[src/rtl/uart_tx_pkg.sv]
// uart_tx_pkg
// Shared definitions for the memory-mapped UART transmitter:
//   - register offsets relative to the block base address
//   - bit positions inside the STATUS and CTRL registers
//   - encoding of the bit-timing FSM states
package uart_tx_pkg;

    // Register offsets from BASE_ADDR
    localparam logic [2:0] REG_DATA   = 3'd0;
    localparam logic [2:0] REG_STATUS = 3'd1;
    localparam logic [2:0] REG_CTRL   = 3'd2;
    localparam logic [2:0] REG_DIV_LO = 3'd3;
    localparam logic [2:0] REG_DIV_HI = 3'd4;

    // Highest offset the block decodes
    localparam logic [15:0] REG_LAST_OFFSET = 16'd4;

    // STATUS register bit positions
    localparam int STAT_EMPTY = 0;
    localparam int STAT_FULL  = 1;
    localparam int STAT_BUSY  = 2;
    localparam int STAT_IRQ   = 3;
    localparam int STAT_OVF   = 4;

    // CTRL register bit positions
    localparam int CTRL_TX_EN  = 0;
    localparam int CTRL_IRQ_EN = 1;

    // Bit-timing FSM states
    typedef enum logic [1:0] {
        ST_IDLE  = 2'd0,
        ST_START = 2'd1,
        ST_DATA  = 2'd2,
        ST_STOP  = 2'd3
    } txState_e;

endpackage

[src/rtl/uart_tx_fifo.sv]
// uart_tx_fifo
// Synchronous FIFO holding bytes waiting to be serialised.
// Ports:
//   clk_i       rising-edge clock
//   rst_ni      asynchronous active-low reset, empties the FIFO
//   push_i      write request; accepted when not full, or when full and
//               a pop happens in the same cycle
//   pushData_i  data written on an accepted push
//   pop_i       read request; ignored when empty
//   popData_o   head entry (valid whenever empty_o is low)
//   full_o      all DEPTH entries occupied
//   empty_o     no entries occupied
module uart_tx_fifo
    import uart_tx_pkg::*;
#(
    parameter int DEPTH = 8,
    parameter int WIDTH = 8
) (
    input  logic             clk_i,
    input  logic             rst_ni,
    input  logic             push_i,
    input  logic [WIDTH-1:0] pushData_i,
    input  logic             pop_i,
    output logic [WIDTH-1:0] popData_o,
    output logic             full_o,
    output logic             empty_o
);

    localparam int AW = $clog2(DEPTH);

    // Pointers carry one extra wrap bit so full and empty can be told apart
    // when the index bits match.
    logic [AW:0]      wrPtr_q, wrPtr_d;
    logic [AW:0]      rdPtr_q, rdPtr_d;
    logic [WIDTH-1:0] mem_q [DEPTH];
    logic             pushOk;
    logic             popOk;

    assign empty_o   = (wrPtr_q == rdPtr_q);
    assign full_o    = (wrPtr_q[AW] != rdPtr_q[AW]) &&
                       (wrPtr_q[AW-1:0] == rdPtr_q[AW-1:0]);
    assign popData_o = mem_q[rdPtr_q[AW-1:0]];

    // A pop on a full FIFO frees the slot the simultaneous push lands in.
    assign popOk  = pop_i && !empty_o;
    assign pushOk = push_i && (!full_o || popOk);

    always_comb begin
        wrPtr_d = wrPtr_q;
        rdPtr_d = rdPtr_q;
        if (pushOk) begin
            wrPtr_d = wrPtr_q + 1'b1;
        end
        if (popOk) begin
            rdPtr_d = rdPtr_q + 1'b1;
        end
    end

    always_ff @(posedge clk_i or negedge rst_ni) begin
        if (!rst_ni) begin
            wrPtr_q <= '0;
            rdPtr_q <= '0;
        end else begin
            wrPtr_q <= wrPtr_d;
            rdPtr_q <= rdPtr_d;
        end
    end

    // Storage needs no reset: entries are only read after being written.
    always_ff @(posedge clk_i) begin
        if (pushOk) begin
            mem_q[wrPtr_q[AW-1:0]] <= pushData_i;
        end
    end

endmodule

[src/rtl/uart_tx_periph.sv]
// uart_tx_periph
// Memory-mapped 8N1 UART transmitter living in the CPU IO page.
// The CPU writes bytes into a TX FIFO; an FSM shifts them out LSB first.
// When the transmitter drains, a level interrupt is raised.
// Ports:
//   clk       rising-edge system clock
//   reset     asynchronous active-low reset
//   address   bus address; block decodes BASE_ADDR..BASE_ADDR+4
//   din       bus write data
//   write_en  single-cycle write strobe
//   read_en   read strobe
//   dout      registered read data, 0 when not selected
//   irq       level interrupt (irq_pend & irq_en)
//   irq_clr   interrupt clear pulse from the CPU
//   tx        serial output, idle high
module uart_tx_periph
    import uart_tx_pkg::*;
#(
    parameter logic [15:0] BASE_ADDR   = 16'h1010,
    parameter int          FIFO_DEPTH  = 8,
    parameter logic [15:0] DEFAULT_DIV = 16'd103
) (
    input  logic        clk,
    input  logic        reset,
    input  logic [15:0] address,
    input  logic [7:0]  din,
    input  logic        write_en,
    input  logic        read_en,
    output logic [7:0]  dout,
    output logic        irq,
    input  logic        irq_clr,
    output logic        tx
);

    // ------------------------------------------------------------------
    // Address decode
    // ------------------------------------------------------------------
    logic [15:0] offsetFull;
    logic [2:0]  regOff;
    logic        hit;
    logic        wrHit;
    logic        rdHit;

    // Addresses below the base wrap to large offsets, so one unsigned
    // compare covers both ends of the window.
    assign offsetFull = address - BASE_ADDR;
    assign hit        = (offsetFull <= REG_LAST_OFFSET);
    assign regOff     = offsetFull[2:0];
    assign wrHit      = write_en && hit;
    assign rdHit      = read_en && hit;

    // ------------------------------------------------------------------
    // Registers and FSM state
    // ------------------------------------------------------------------
    logic [1:0]  ctrl_q, ctrl_d;
    logic [15:0] div_q, div_d;
    logic        ovf_q, ovf_d;
    logic        irqPend_q, irqPend_d;
    logic [7:0]  dout_q, dout_d;

    txState_e    state_q, state_d;
    logic [15:0] cnt_q, cnt_d;
    logic [15:0] period_q, period_d;
    logic [2:0]  bitIdx_q, bitIdx_d;
    logic [7:0]  shift_q, shift_d;

    logic        txEn;
    logic        irqEn;
    logic        periodEnd;
    logic        frameDone;
    logic        irqSet;

    logic        pushReq;
    logic        fifoPop;
    logic [7:0]  fifoData;
    logic        fifoFull;
    logic        fifoEmpty;
    logic [7:0]  statusVal;
    logic [7:0]  readData;

    assign txEn      = ctrl_q[CTRL_TX_EN];
    assign irqEn     = ctrl_q[CTRL_IRQ_EN];
    assign pushReq   = wrHit && (regOff == REG_DATA);
    assign periodEnd = (cnt_q == period_q);
    assign irqSet    = frameDone && fifoEmpty;

    // ------------------------------------------------------------------
    // TX FIFO
    // ------------------------------------------------------------------
    uart_tx_fifo #(
        .DEPTH (FIFO_DEPTH),
        .WIDTH (8)
    ) u_fifo (
        .clk_i      (clk),
        .rst_ni     (reset),
        .push_i     (pushReq),
        .pushData_i (din),
        .pop_i      (fifoPop),
        .popData_o  (fifoData),
        .full_o     (fifoFull),
        .empty_o    (fifoEmpty)
    );

    // ------------------------------------------------------------------
    // Bit-timing FSM: next state
    // ------------------------------------------------------------------
    // Each state lasts period_q+1 cycles; the divisor is captured at pop
    // time so a mid-frame DIV write only affects the following frame.
    always_comb begin
        state_d   = state_q;
        cnt_d     = cnt_q;
        period_d  = period_q;
        bitIdx_d  = bitIdx_q;
        shift_d   = shift_q;
        fifoPop   = 1'b0;
        frameDone = 1'b0;

        case (state_q)
            ST_IDLE: begin
                cnt_d    = '0;
                bitIdx_d = '0;
                if (txEn && !fifoEmpty) begin
                    fifoPop  = 1'b1;
                    shift_d  = fifoData;
                    period_d = div_q;
                    state_d  = ST_START;
                end
            end
            ST_START: begin
                if (periodEnd) begin
                    cnt_d    = '0;
                    bitIdx_d = '0;
                    state_d  = ST_DATA;
                end else begin
                    cnt_d = cnt_q + 16'd1;
                end
            end
            ST_DATA: begin
                if (periodEnd) begin
                    cnt_d   = '0;
                    shift_d = {1'b0, shift_q[7:1]};
                    if (bitIdx_q == 3'd7) begin
                        state_d = ST_STOP;
                    end else begin
                        bitIdx_d = bitIdx_q + 3'd1;
                    end
                end else begin
                    cnt_d = cnt_q + 16'd1;
                end
            end
            ST_STOP: begin
                if (periodEnd) begin
                    cnt_d     = '0;
                    frameDone = 1'b1;
                    // Chain straight into the next frame with no idle gap.
                    if (txEn && !fifoEmpty) begin
                        fifoPop  = 1'b1;
                        shift_d  = fifoData;
                        period_d = div_q;
                        state_d  = ST_START;
                    end else begin
                        state_d = ST_IDLE;
                    end
                end else begin
                    cnt_d = cnt_q + 16'd1;
                end
            end
            default: begin
                state_d = ST_IDLE;
            end
        endcase
    end

    // Serial output decoded from state so an async reset forces it high.
    always_comb begin
        tx = 1'b1;
        case (state_q)
            ST_START: tx = 1'b0;
            ST_DATA:  tx = shift_q[0];
            default:  tx = 1'b1;
        endcase
    end

    // ------------------------------------------------------------------
    // Register writes, W1C and hardware status updates
    // ------------------------------------------------------------------
    // Hardware sets are applied last so they win over software clears.
    always_comb begin
        ctrl_d    = ctrl_q;
        div_d     = div_q;
        ovf_d     = ovf_q;
        irqPend_d = irqPend_q;

        if (wrHit) begin
            case (regOff)
                REG_STATUS: begin
                    if (din[STAT_IRQ]) begin
                        irqPend_d = 1'b0;
                    end
                    if (din[STAT_OVF]) begin
                        ovf_d = 1'b0;
                    end
                end
                REG_CTRL:   ctrl_d      = din[1:0];
                REG_DIV_LO: div_d[7:0]  = din;
                REG_DIV_HI: div_d[15:8] = din;
                default:    ;
            endcase
        end

        if (irq_clr) begin
            irqPend_d = 1'b0;
        end

        if (pushReq && fifoFull && !fifoPop) begin
            ovf_d = 1'b1;
        end

        if (irqSet) begin
            irqPend_d = 1'b1;
        end
    end

    // ------------------------------------------------------------------
    // Read path: one-cycle latency, zero when not selected
    // ------------------------------------------------------------------
    always_comb begin
        statusVal             = '0;
        statusVal[STAT_EMPTY] = fifoEmpty;
        statusVal[STAT_FULL]  = fifoFull;
        statusVal[STAT_BUSY]  = (state_q != ST_IDLE);
        statusVal[STAT_IRQ]   = irqPend_q;
        statusVal[STAT_OVF]   = ovf_q;
    end

    always_comb begin
        readData = '0;
        case (regOff)
            REG_STATUS: readData = statusVal;
            REG_CTRL:   readData = {6'b0, ctrl_q};
            REG_DIV_LO: readData = div_q[7:0];
            REG_DIV_HI: readData = div_q[15:8];
            default:    readData = '0;
        endcase
        dout_d = rdHit ? readData : 8'h00;
    end

    // ------------------------------------------------------------------
    // State registers
    // ------------------------------------------------------------------
    always_ff @(posedge clk or negedge reset) begin
        if (!reset) begin
            ctrl_q    <= '0;
            div_q     <= DEFAULT_DIV;
            ovf_q     <= 1'b0;
            irqPend_q <= 1'b0;
            dout_q    <= '0;
            state_q   <= ST_IDLE;
            cnt_q     <= '0;
            period_q  <= '0;
            bitIdx_q  <= '0;
            shift_q   <= '0;
        end else begin
            ctrl_q    <= ctrl_d;
            div_q     <= div_d;
            ovf_q     <= ovf_d;
            irqPend_q <= irqPend_d;
            dout_q    <= dout_d;
            state_q   <= state_d;
            cnt_q     <= cnt_d;
            period_q  <= period_d;
            bitIdx_q  <= bitIdx_d;
            shift_q   <= shift_d;
        end
    end

    assign dout = dout_q;
    assign irq  = irqPend_q & irqEn;

endmodule

[config.mk]
export PLATFORM = sky130hd
export DESIGN_NAME = uart_tx_periph
export DESIGN_NICKNAME = d
export VERILOG_FILES = /design/src/rtl/uart_tx_pkg.sv /design/src/rtl/uart_tx_fifo.sv /design/src/rtl/uart_tx_periph.sv
export SDC_FILE = /design/constraint.sdc
export NUM_CORES = 1
export LEC_CHECK = 0
export CAP_MARGIN = 20
export CORE_ASPECT_RATIO = 1.5
export CORE_MARGIN = 2
export CORE_UTILIZATION = 54
export DETAILED_ROUTE_END_ITERATION = 6
export PLACE_DENSITY = 0.76
export SYNTH_ARGS = -nofsm -noshare
export SYNTH_HDL_FRONTEND = slang
export SYNTH_HIERARCHICAL = 1
export SYNTH_SLANG_ARGS = --single-unit
[constraint.sdc]
create_clock -name clk -period 3.41 [get_ports clk]
set_clock_uncertainty 0.2 [all_clocks]
set_input_delay 0.682 -clock clk [delete_from_list [all_inputs] [get_ports clk]]
set_output_delay 0.682 -clock clk [all_outputs]
set_load 0.02 [all_outputs]
==> results.md, run 1 <==
- PortBufs: 38
- Initial Util: 0.552
- Synth area leader: edfxtp_1
- Hold WS: 295 ps
- Final hold vios: 0
- Critical path required time: 2530 ps
- WS Path Type: flop to primary output
- Synthesized net count: 495
- Final nets: 549
- CTS tree: built
- Avg Vias per Cell: 5.69
- I/O pin count: 39
- Most instantiated cells after synthesis: dfrtp_1, edfxtp_1, mux2_2, nor2_1, xnor2_1
- DRC viols: 0
- Filler Cells Inserted: 861
- Post-route clock period utilization: 0.914
- Total clock buffers created by CTS: 17
- Endpoints failing setup: 0
- FF-to-FF path depth: 9
- Core Util, Final: 0.652
- Number of global-route vias before repair: 4081
- Leakage power figure: 0.00310 µW
- Mux contribution to synthesized area: 0.173
- GP Congestion: 0.764
- CP max stage delay: 540 ps
- Sink of the worst hold path: ovf_q
- Slew Limit Fails: 0
- Most common cell in the netlist: dfrtp_1
- GRT overflow: 0
- Final non-filler cell total: 675
- GR Util All Layers: 0.223
- Chip Width: 94.5 µm
- Worst R2R Setup Slack: 350 ps
- Nature of the critical path startpoint: flop
- RSZ-0062 raised after global routing: false
- Seq/Total Area, Yosys: 0.597
- Simple-gate area share of the yosys netlist: 0.0932
- Crit path max-delay family: buffers and inverters
- Design area: 7840 µm²
- Post-Synth XOR/XNOR Area: 0.0538
- Power Dens Cells: 483 nW/µm²
- DR WL/cell: 20.1 µm
- Max-cap violation count: 0
- Cells after synthesis: 455
- Largest net degree at the start of global routing: 82
- Initial DRC count: 207
- First-pass GRT wire length: 21800 µm
- Status: finished, final reports clean
- CTS Root Cell: clkbuf_16
- Drt pass-1 iters: 4
- Core Area: 12000 µm²
- YS warnings: 6
- Slew @ Worst Pin: 676 ps
- Area delta synth->final: 18.3%
- Largest family of logic cells by synthesized area: multiplexers
- Setup TNS: 0 ps
- Share of the synthesized area in the top cell type: 0.290
- Peak supply drop: 0.385 mV
- Total wire length: 13600 µm
- DIE AREA: 13200 µm²
- Worst R2R Start: u_fifo/wrPtr_q[0]
- Total number of vias: 3844
- Count of different cell masters after synthesis: 57
- Min Tclk post-route: 3120 ps
- Cells on Worst Hold Path: 1
- Share of cells above drive strength 1: 0.272
- Async S/R FF share, synth: 0.559
- Slew Limit Headroom: 0.548
- Buf+Inv Stages, Crit Path: 2
- #FFs+latches synth: 145
- Die height: 140 µm
- HP Class: flop to flop
- Placed cell areas: 7200 µm²
- Max Root-Sink Buffers: 2
- Clk_lat worst skew: 420 ps
- Post-synthesis adder-cell area fraction: 0.0208
- CP max-delay cell: clkdlybuf4s50_1
- Clk pin slew, worst setup/hold paths: 60 ps
- Worst EP arrival: 2240 ps
- Post-synth EDFFs: 64
- Initial antenna violation count: 0
- Synth Area in Compound Gates: 0.0372
- Core Rows: 49
- CP cell instances: inv_1 > ha_2 > nor2_1 > a21o_1 > clkdlybuf4s50_1
- ANT cells: 0
- H-tree depth: 4
- Dominant cells by area after synthesis: edfxtp_1, dfrtp_1, mux2_2, xnor2_1, mux4_2
- Fmax: 321 MHz
- Final HPWL DP: 9280 µm
- Mapped Area: 6630 µm²
- Post-CTS setup buffer count: 0
- Most used DFF post-synth: dfrtp_1
- Setup crit end kind: primary output
- Syn Area/Cell: 14.6 µm²
- Inst Count DP: 641
- Hold_sp: ovf_q
- Post-DRT Antenna Nets: 0
- Crit Reg-Reg Endpoint: u_fifo/mem_q[4][1]
- Clock Sinks: 145
- Peak fanout along the critical path: 16
-- layout make-up --
type	instances	area, µm²	area share
Multi-Input combinational cell	279	2520	0.321
Timing Repair Buffer	56	536	0.0683
Inverter	10	37.5	0.00479
Sequential cell	145	3960	0.505
Clock inverter	12	146	0.0187
Tap cell	153	191	0.0244
Clock buffer	20	457	0.0583
-- cells in the final DEF, fill, tap and decap left out, drive strengths merged, types with 11 or more instances in the layout --
cell           instances
clkbuf                20
nor2                  44
xnor2                 33
buf                   18
mux2                  65
clkdlybuf4s50         37
dfrtp                 76
ha                    11
inv                   14
mux4                  16
edfxtp                64
nand4                 12
nand2                 12
-- registers in the layout, summed over array words and instances (netlist names) --
signal	flops
u_fifo/mem_q	64
cnt_q	16
div_q	16
period_q	16
dout	8
shift_q	8
u_fifo/rdPtr_q	4
u_fifo/wrPtr_q	4
bitIdx_q	3
ctrl_q	2
state_q	2
irqPend_q	1
ovf_q	1
-- per-stage QoR --
stage,worst slack (ps),power (µW)
after detailed placement,108,1950
after floorplan,65.9,1880
after global routing,151,3900
after CTS,64.2,3810
after global placement,263,1940
final,292,3790
-- layer usage --
metal / wire (µm) / GRT usage / share of wire / vias to the layer above
met4: 214 / 0.0641 / 0.016 / 0
met5: 0 / 0 / 0 / -
met2: 7540 / 0.396 / 0.56 / 83
met3: 524 / 0.0574 / 0.039 / 18
li1: - / - / - / 1778
met1: 5300 / 0.263 / 0.39 / 1965
-- power breakdown --
group | switching [µW] | internal, µW | leakage, µW | total, µW
clock network | 742 | 1130 | 0.000286 | 1870
logic | 51.2 | 38.6 | 0.00112 | 89.8
registers | 0.199 | 1830 | 0.00169 | 1830
-- logic make-up (layout without fill, tap and decap cells) --
family	count (synthesis)	after routing
compound gates	33	33
buf+inv	31	98
fa+ha+maj	11	11
xor+xnor	39	39
mux	81	81
flops	145	145
simple gates	115	115
-- timing repair --
| action | CTS | global route |
|---|---|---|
| endpoints found under the setup margin | 0 | 1 |
| resized for setup | 0 | 1 |
| hold endpoints to repair | 0 | 12 |
| hold buffers | 0 | 1 |
-- worst max-delay path by stage --
stage / from / end / slack (ps) / depth (start not counted)
finish: state_q[0] / tx / 290 / 5
CTS: state_q[0] / tx / 60 / 5
global route: u_fifo/wrPtr_q[0] / u_fifo/mem_q[4][1] / 150 / 9
global placement: address[3] / u_fifo/mem_q[4][5] / 260 / 8
floorplan: cnt_q[6] / u_fifo/mem_q[0][0] / 70 / 8
detailed placement: address[3] / u_fifo/mem_q[4][5] / 110 / 8
Note: power is estimated with default switching activity, not from simulation.
==> inputs of run 2 (changes only) <==
--- a/config.mk
+++ b/config.mk
@@ -6,10 +6,13 @@
 export NUM_CORES = 1
 export LEC_CHECK = 0
 export CAP_MARGIN = 20
+export CELL_PAD_IN_SITES_DETAIL_PLACEMENT = 1
+export CELL_PAD_IN_SITES_GLOBAL_PLACEMENT = 1
 export CORE_ASPECT_RATIO = 1.5
 export CORE_MARGIN = 2
-export CORE_UTILIZATION = 54
+export CORE_UTILIZATION = 45
 export DETAILED_ROUTE_END_ITERATION = 6
+export GPL_TIMING_DRIVEN = 1
 export PLACE_DENSITY = 0.76
 export SYNTH_ARGS = -nofsm -noshare
 export SYNTH_HDL_FRONTEND = slang
==> results.md, run 2 (same netlist as run 1, synthesis figures left out) <==
- Final HPWL DP: 11100 µm (was 9280 µm)
- Total number of vias: 3961 (was 3844)
- CP endpoint: tx (unchanged)
- Die height: 153 µm (was 140 µm)
- CTS tree: built (unchanged)
- I/O pin count: 39 (unchanged)
- GR Util All Layers: 0.216 (was 0.223)
- Register area: 3960 µm² (unchanged)
- Switching share of total power: 0.237 (was 0.209)
- Post-route clock period utilization: 0.930 (was 0.914)
- Area delta synth->final: 19.0% (was 18.3%)
- Clock Sinks: 145 (unchanged)
- Post-DRT Antenna Nets: 0 (unchanged)
- Nature of the critical path startpoint: flop (unchanged)
- Largest net degree at the start of global routing: 82 (unchanged)
- Peak fanout along the critical path: 16 (unchanged)
- Clk pin slew, worst setup/hold paths: 70 ps (was 60 ps)
- Final hold vios: 0 (unchanged)
- Initial DRC count: 245 (was 207)
- Comb power frac: 0.026 (was 0.024)
- Initial Util: 0.458 (was 0.552)
- Setup crit end kind: primary output (unchanged)
- Fmax: 315 MHz (was 321 MHz)
- GP Congestion: 0.839 (was 0.764)
- Worst EP arrival: 2290 ps (was 2240 ps)
- Hold WS: 292 ps (was 295 ps)
- ANT cells: 0 (unchanged)
- PortBufs: 38 (unchanged)
- Internal: 2830 µW (was 3000 µW)
- Max reg flops: 64 (unchanged)
- Setup TNS: 0 ps (unchanged)
- Status: finished, final reports clean (unchanged)
- Filler Cells Inserted: 1434 (was 861)
- Sequential share of power: 0.491 (was 0.482)
- Clk pwr share: 0.483 (was 0.494)
- Leading cell types in the layout, fill and taps excluded: dfrtp_1, edfxtp_1, mux2_2, nor2_1, clkdlybuf4s50_1 (unchanged)
- Critical path required time: 2530 ps (about the same)
- Core Area: 14500 µm² (was 12000 µm²)
- Worst R2R Setup Slack: 390 ps (was 350 ps)
- NetSw: 882 µW (was 793 µW)
- Final nets: 554 (was 549)
- Avg Vias per Cell: 5.48 (was 5.69)
- Total clock buffers created by CTS: 17 (unchanged)
- WS Path Type: flop to primary output (unchanged)
- Most common cell after layout, fill and taps aside: dfrtp_1 (unchanged)
- Max-cap violation count: 0 (unchanged)
- Final non-filler cell total: 723 (was 675)
- First-pass GRT wire length: 24800 µm (was 21800 µm)
- Power Dens Cells: 471 nW/µm² (was 483 nW/µm²)
- Multi-input gate area: 2520 µm² (unchanged)
- Clk_lat worst skew: 430 ps (was 420 ps)
- Slew Limit Headroom: 0.563 (was 0.548)
- Endpoints failing setup: 0 (unchanged)
- Overall power: 3720 µW (was 3790 µW)
- DRC viols: 0 (unchanged)
- FF-to-FF path depth: 9 (unchanged)
- Core Rows: 54 (was 49)
- Share of cells above drive strength 1: 0.279 (was 0.272)
- Min Tclk post-route: 3170 ps (was 3120 ps)
- Max Root-Sink Buffers: 2 (unchanged)
- HP Class: flop to flop (unchanged)
- Worst R2R Start: u_fifo/wrPtr_q[3] (was u_fifo/wrPtr_q[0])
- Initial antenna violation count: 0 (unchanged)
- DR WL/cell: 22.1 µm (was 20.1 µm)
- RSZ-0062 raised after global routing: false (unchanged)
- Beginning of the critical path: state_q[0] (unchanged)
- Leakage power figure: 0.00311 µW (was 0.00310 µW)
- DIE AREA: 15700 µm² (was 13200 µm²)
- Peak supply drop: 0.311 mV (was 0.385 mV)
- Slew Limit Fails: 0 (unchanged)
- Slew @ Worst Pin: 653 ps (was 676 ps)
- Chip Width: 103 µm (was 94.5 µm)
- Crit Reg-Reg Endpoint: u_fifo/mem_q[4][7] (was u_fifo/mem_q[4][1])
- H-tree depth: 4 (unchanged)
- Total wire length: 15900 µm (was 13600 µm)
- Number of global-route vias before repair: 4509 (was 4081)
- GRT overflow: 0 (unchanged)
- Drt pass-1 iters: 4 (unchanged)
- CTS Root Cell: clkbuf_16 (unchanged)
- Inst Count DP: 689 (was 641)
-- run 2: cell types whose count changed in the layout (fill, tap and decap cells not counted), moves of 2 or more --
cell | previous run | this run
buf_4 | 17 | 22
inv_8 | 1 | 6
bufinv_16 | 2 | 0
clkbuf_8 | 2 | 0
-- run 2: worst min path at each step --
stage,start,to,depth (start not counted)
3_5_place_dp,ovf_q,ovf_q,1
6_report,ovf_q,ovf_q,1
4_1_cts,reset,period_q[14],1
3_3_place_gp,ovf_q,ovf_q,1
2_1_floorplan,reset,bitIdx_q[0],0
5_1_grt,ovf_q,ovf_q,1
-- run 2: cell type report --
class | instances | share of cell area
clock buffers | 17 | 0.0539
well taps | 196 | 0.0311
clock inverters | 15 | 0.0176
multi-input cells | 279 | 0.319
inverters | 10 | 0.00476
flip-flops and latches | 145 | 0.501
repair buffers | 61 | 0.0726
-- run 2: worst max-delay path, stage by stage, from the launching register on --
cell and delay [ps]:
dfrtp_1 450, inv_1 170, ha_2 420, nor2_1 110, a21o_1 170, clkdlybuf4s50_1 530
-- run 2: power by group through the flow --
stage / Combinational (µW) / Sequential [µW] / Clock, µW
floorplan: 13.6 / 1860 / 0
global placement: 88.7 / 1860 / 0
detailed placement: 91.3 / 1860 / 0
CTS: 92.4 / 1830 / 1810
global route: 105 / 1830 / 1900
finish: 95.4 / 1830 / 1790
-- run 2: repair_timing --
action	in CTS	in global routing
hold buffers	0	1
endpoints found under the hold margin	0	10
resized for setup	0	1
buffers inserted	0	0
endpoints found under the setup margin	0	1
-- run 2: layer usage --
layer  vias to the layer above  wire, µm  global-route usage
met3                        26       368              0.0463
met2                        58      9410               0.401
met1                      2074      5720               0.230
met4                         0       443              0.0852
li1                       1803         -                   -
met5                         -         0                   0
-- run 2: per-stage QoR --
stage	area [µm²]	worst slack, ps	utilization
2_1_floorplan	6640	65.9	-
3_3_place_gp	7290	273	0.504
3_5_place_dp	7290	198	0.504
4_1_cts	7850	20.9	0.543
5_1_grt	7890	113	0.546
6_report	7890	239	0.546
==> inputs of run 3 (changes only) <==
--- a/config.mk
+++ b/config.mk
@@ -11,9 +11,11 @@
 export CORE_ASPECT_RATIO = 1.5
 export CORE_MARGIN = 2
 export CORE_UTILIZATION = 45
+export CTS_CLUSTER_DIAMETER = 80
 export DETAILED_ROUTE_END_ITERATION = 6
 export GPL_TIMING_DRIVEN = 1
 export PLACE_DENSITY = 0.76
+export SLEW_MARGIN = 10
 export SYNTH_ARGS = -nofsm -noshare
 export SYNTH_HDL_FRONTEND = slang
 export SYNTH_HIERARCHICAL = 1
==> results.md, run 3 (same netlist as run 1, synthesis figures left out) <==
- Status: finished, final reports clean (unchanged)
- Max-cap violation count: 0 (unchanged)
- Slew @ Worst Pin: 649 ps (was 653 ps)
- Drt pass-1 iters: 4 (unchanged)
- Power Dens Cells: 471 nW/µm² (about the same)
- Initial antenna violation count: 0 (unchanged)
- Leading cell types in the layout, fill and taps excluded: dfrtp_1, edfxtp_1, mux2_2, nor2_1, clkdlybuf4s50_1 (unchanged)
- DRC viols: 0 (unchanged)
- Post-route clock period utilization: 0.932 (was 0.930)
- Clk_lat worst skew: 430 ps (about the same)
- HP Class: input pin to async pin (was flop to flop)
- I/O pin count: 39 (unchanged)
- RSZ-0062 raised after global routing: false (unchanged)
- Post-CTS setup buffer count: 0 (unchanged)
- NetSw: 878 µW (was 882 µW)
- Initial DRC count: 202 (was 245)
- Comb power frac: 0.026 (about the same)
- First-pass GRT wire length: 24800 µm (unchanged)
- Core Area: 14500 µm² (unchanged)
- Total number of vias: 3963 (was 3961)
- H-tree depth: 4 (unchanged)
- Critical path required time: 2530 ps (about the same)
- Crit Reg-Reg Endpoint: u_fifo/mem_q[4][7] (unchanged)
- GP Congestion: 0.839 (unchanged)
- Most common cell after layout, fill and taps aside: dfrtp_1 (unchanged)
- Internal: 2830 µW (about the same)
- Slew Limit Headroom: 0.566 (was 0.563)
- WS Path Type: flop to primary output (unchanged)
- CP endpoint: tx (unchanged)
- Peak fanout along the critical path: 16 (unchanged)
- Hold_buf cts: 0 (unchanged)
- Design area: 7880 µm² (was 7890 µm²)
- Setup TNS: 0 ps (unchanged)
- FF-to-FF path depth: 9 (unchanged)
- Leakage power figure: 0.00311 µW (about the same)
- Die height: 153 µm (unchanged)
- Avg Vias per Cell: 5.49 (was 5.48)
- Clk pin slew, worst setup/hold paths: 70 ps (about the same)
- Max reg flops: 64 (unchanged)
- Clk pwr share: 0.482 (was 0.483)
- Share of cells above drive strength 1: 0.279 (about the same)
- Total wire length: 16000 µm (was 15900 µm)
- DR WL/cell: 22.2 µm (was 22.1 µm)
- Core Rows: 54 (unchanged)
- Fmax: 315 MHz (about the same)
- Switching share of total power: 0.237 (about the same)
- Placed cell areas: 7290 µm² (unchanged)
- Area delta synth->final: 18.9% (was 19.0%)
- Hold WS: 7.26 ps (was 292 ps)
- Endpoints failing setup: 0 (unchanged)
- Initial Util: 0.458 (unchanged)
- DIE AREA: 15700 µm² (unchanged)
- ANT cells: 0 (unchanged)
- Final HPWL DP: 11100 µm (unchanged)
- Worst R2R Start: u_fifo/wrPtr_q[3] (unchanged)
- Setup crit end kind: primary output (unchanged)
- Worst EP arrival: 2290 ps (about the same)
- Post-DRT Antenna Nets: 0 (unchanged)
- CTS tree: built (unchanged)
- Number of global-route vias before repair: 4509 (unchanged)
- Final hold vios: 0 (unchanged)
- Largest net degree at the start of global routing: 82 (unchanged)
- Total clock buffers created by CTS: 17 (unchanged)
- GR Util All Layers: 0.216 (unchanged)
- Min Tclk post-route: 3180 ps (was 3170 ps)
- PortBufs: 38 (unchanged)
- Worst R2R Setup Slack: 400 ps (was 390 ps)
- Clock Sinks: 145 (unchanged)
- Chip Width: 103 µm (unchanged)
- Beginning of the critical path: state_q[0] (unchanged)
- Slew Limit Fails: 0 (unchanged)
- Nature of the critical path startpoint: flop (unchanged)
- Final nets: 553 (was 554)
- Max Root-Sink Buffers: 2 (unchanged)
- GRT overflow: 0 (unchanged)
- Peak supply drop: 0.313 mV (was 0.311 mV)
- Sequential share of power: 0.492 (was 0.491)
- CTS Root Cell: clkbuf_16 (unchanged)
run 3: cell types whose count changed in the layout (fill, tap and decap cells not counted), sizes merged:
cell,change
dlygate4sd3,-1
run 3: worst min path at each step:
stage | to | cells past startpoint | startpoint
floorplan | bitIdx_q[0] | 0 | reset
global placement | ovf_q | 1 | ovf_q
detailed placement | ovf_q | 1 | ovf_q
CTS | period_q[14] | 1 | reset
global route | period_q[5] | 1 | reset
finish | period_q[15] | 1 | reset
run 3: final cells by class:
cell class,count,area (µm²)
clock buffer,17,425
clock inverter,15,139
multi-input combinational,279,2520
tap,196,245
fill,1437,6580
timing repair buffer,60,563
sequential,145,3960
inverter,10,37.5
run 3: per-layer routing:
layer  global-route usage  vias to the layer above  routed length (µm)
met5                    0                        -                   0
met4               0.0852                        0                 394
met2                0.401                       60                9420
met3               0.0463                       24                 386
met1                0.230                     2079                5830
li1                     -                     1800                   -
run 3: critical path: stages (launching register included):
cell	delay [ps]
dfrtp_1	450
inv_1	170
ha_2	420
nor2_1	110
a21o_1	180
clkdlybuf4s50_1	530
run 3: metrics by stage:
| stage | worst slack (ps) | total power (µW) | utilization | std cells |
|---|---|---|---|---|
| after detailed placement | 198 | 1950 | 0.504 | 689 |
| after CTS | 20.9 | 3730 | 0.543 | 721 |
| after floorplan | 65.9 | 1880 | - | 455 |
| after global placement | 273 | 1950 | 0.504 | 689 |
| final | 233 | 3710 | 0.545 | 722 |
| after global routing | 113 | 3820 | 0.545 | 722 |
run 3: power by group through the flow:
stage	combinational (µW)	sequential, µW	clock (µW)
finish	94.7	1830	1790
global placement	88.7	1860	0
global route	104	1830	1890
floorplan	13.6	1860	0
CTS	92.4	1830	1810
detailed placement	91.3	1860	0
run 3: timing repair:
item / CTS / global route
endpoints found under the hold margin: 0 / 0
endpoints found under the setup margin: 0 / 1
resized for setup: 0 / 1
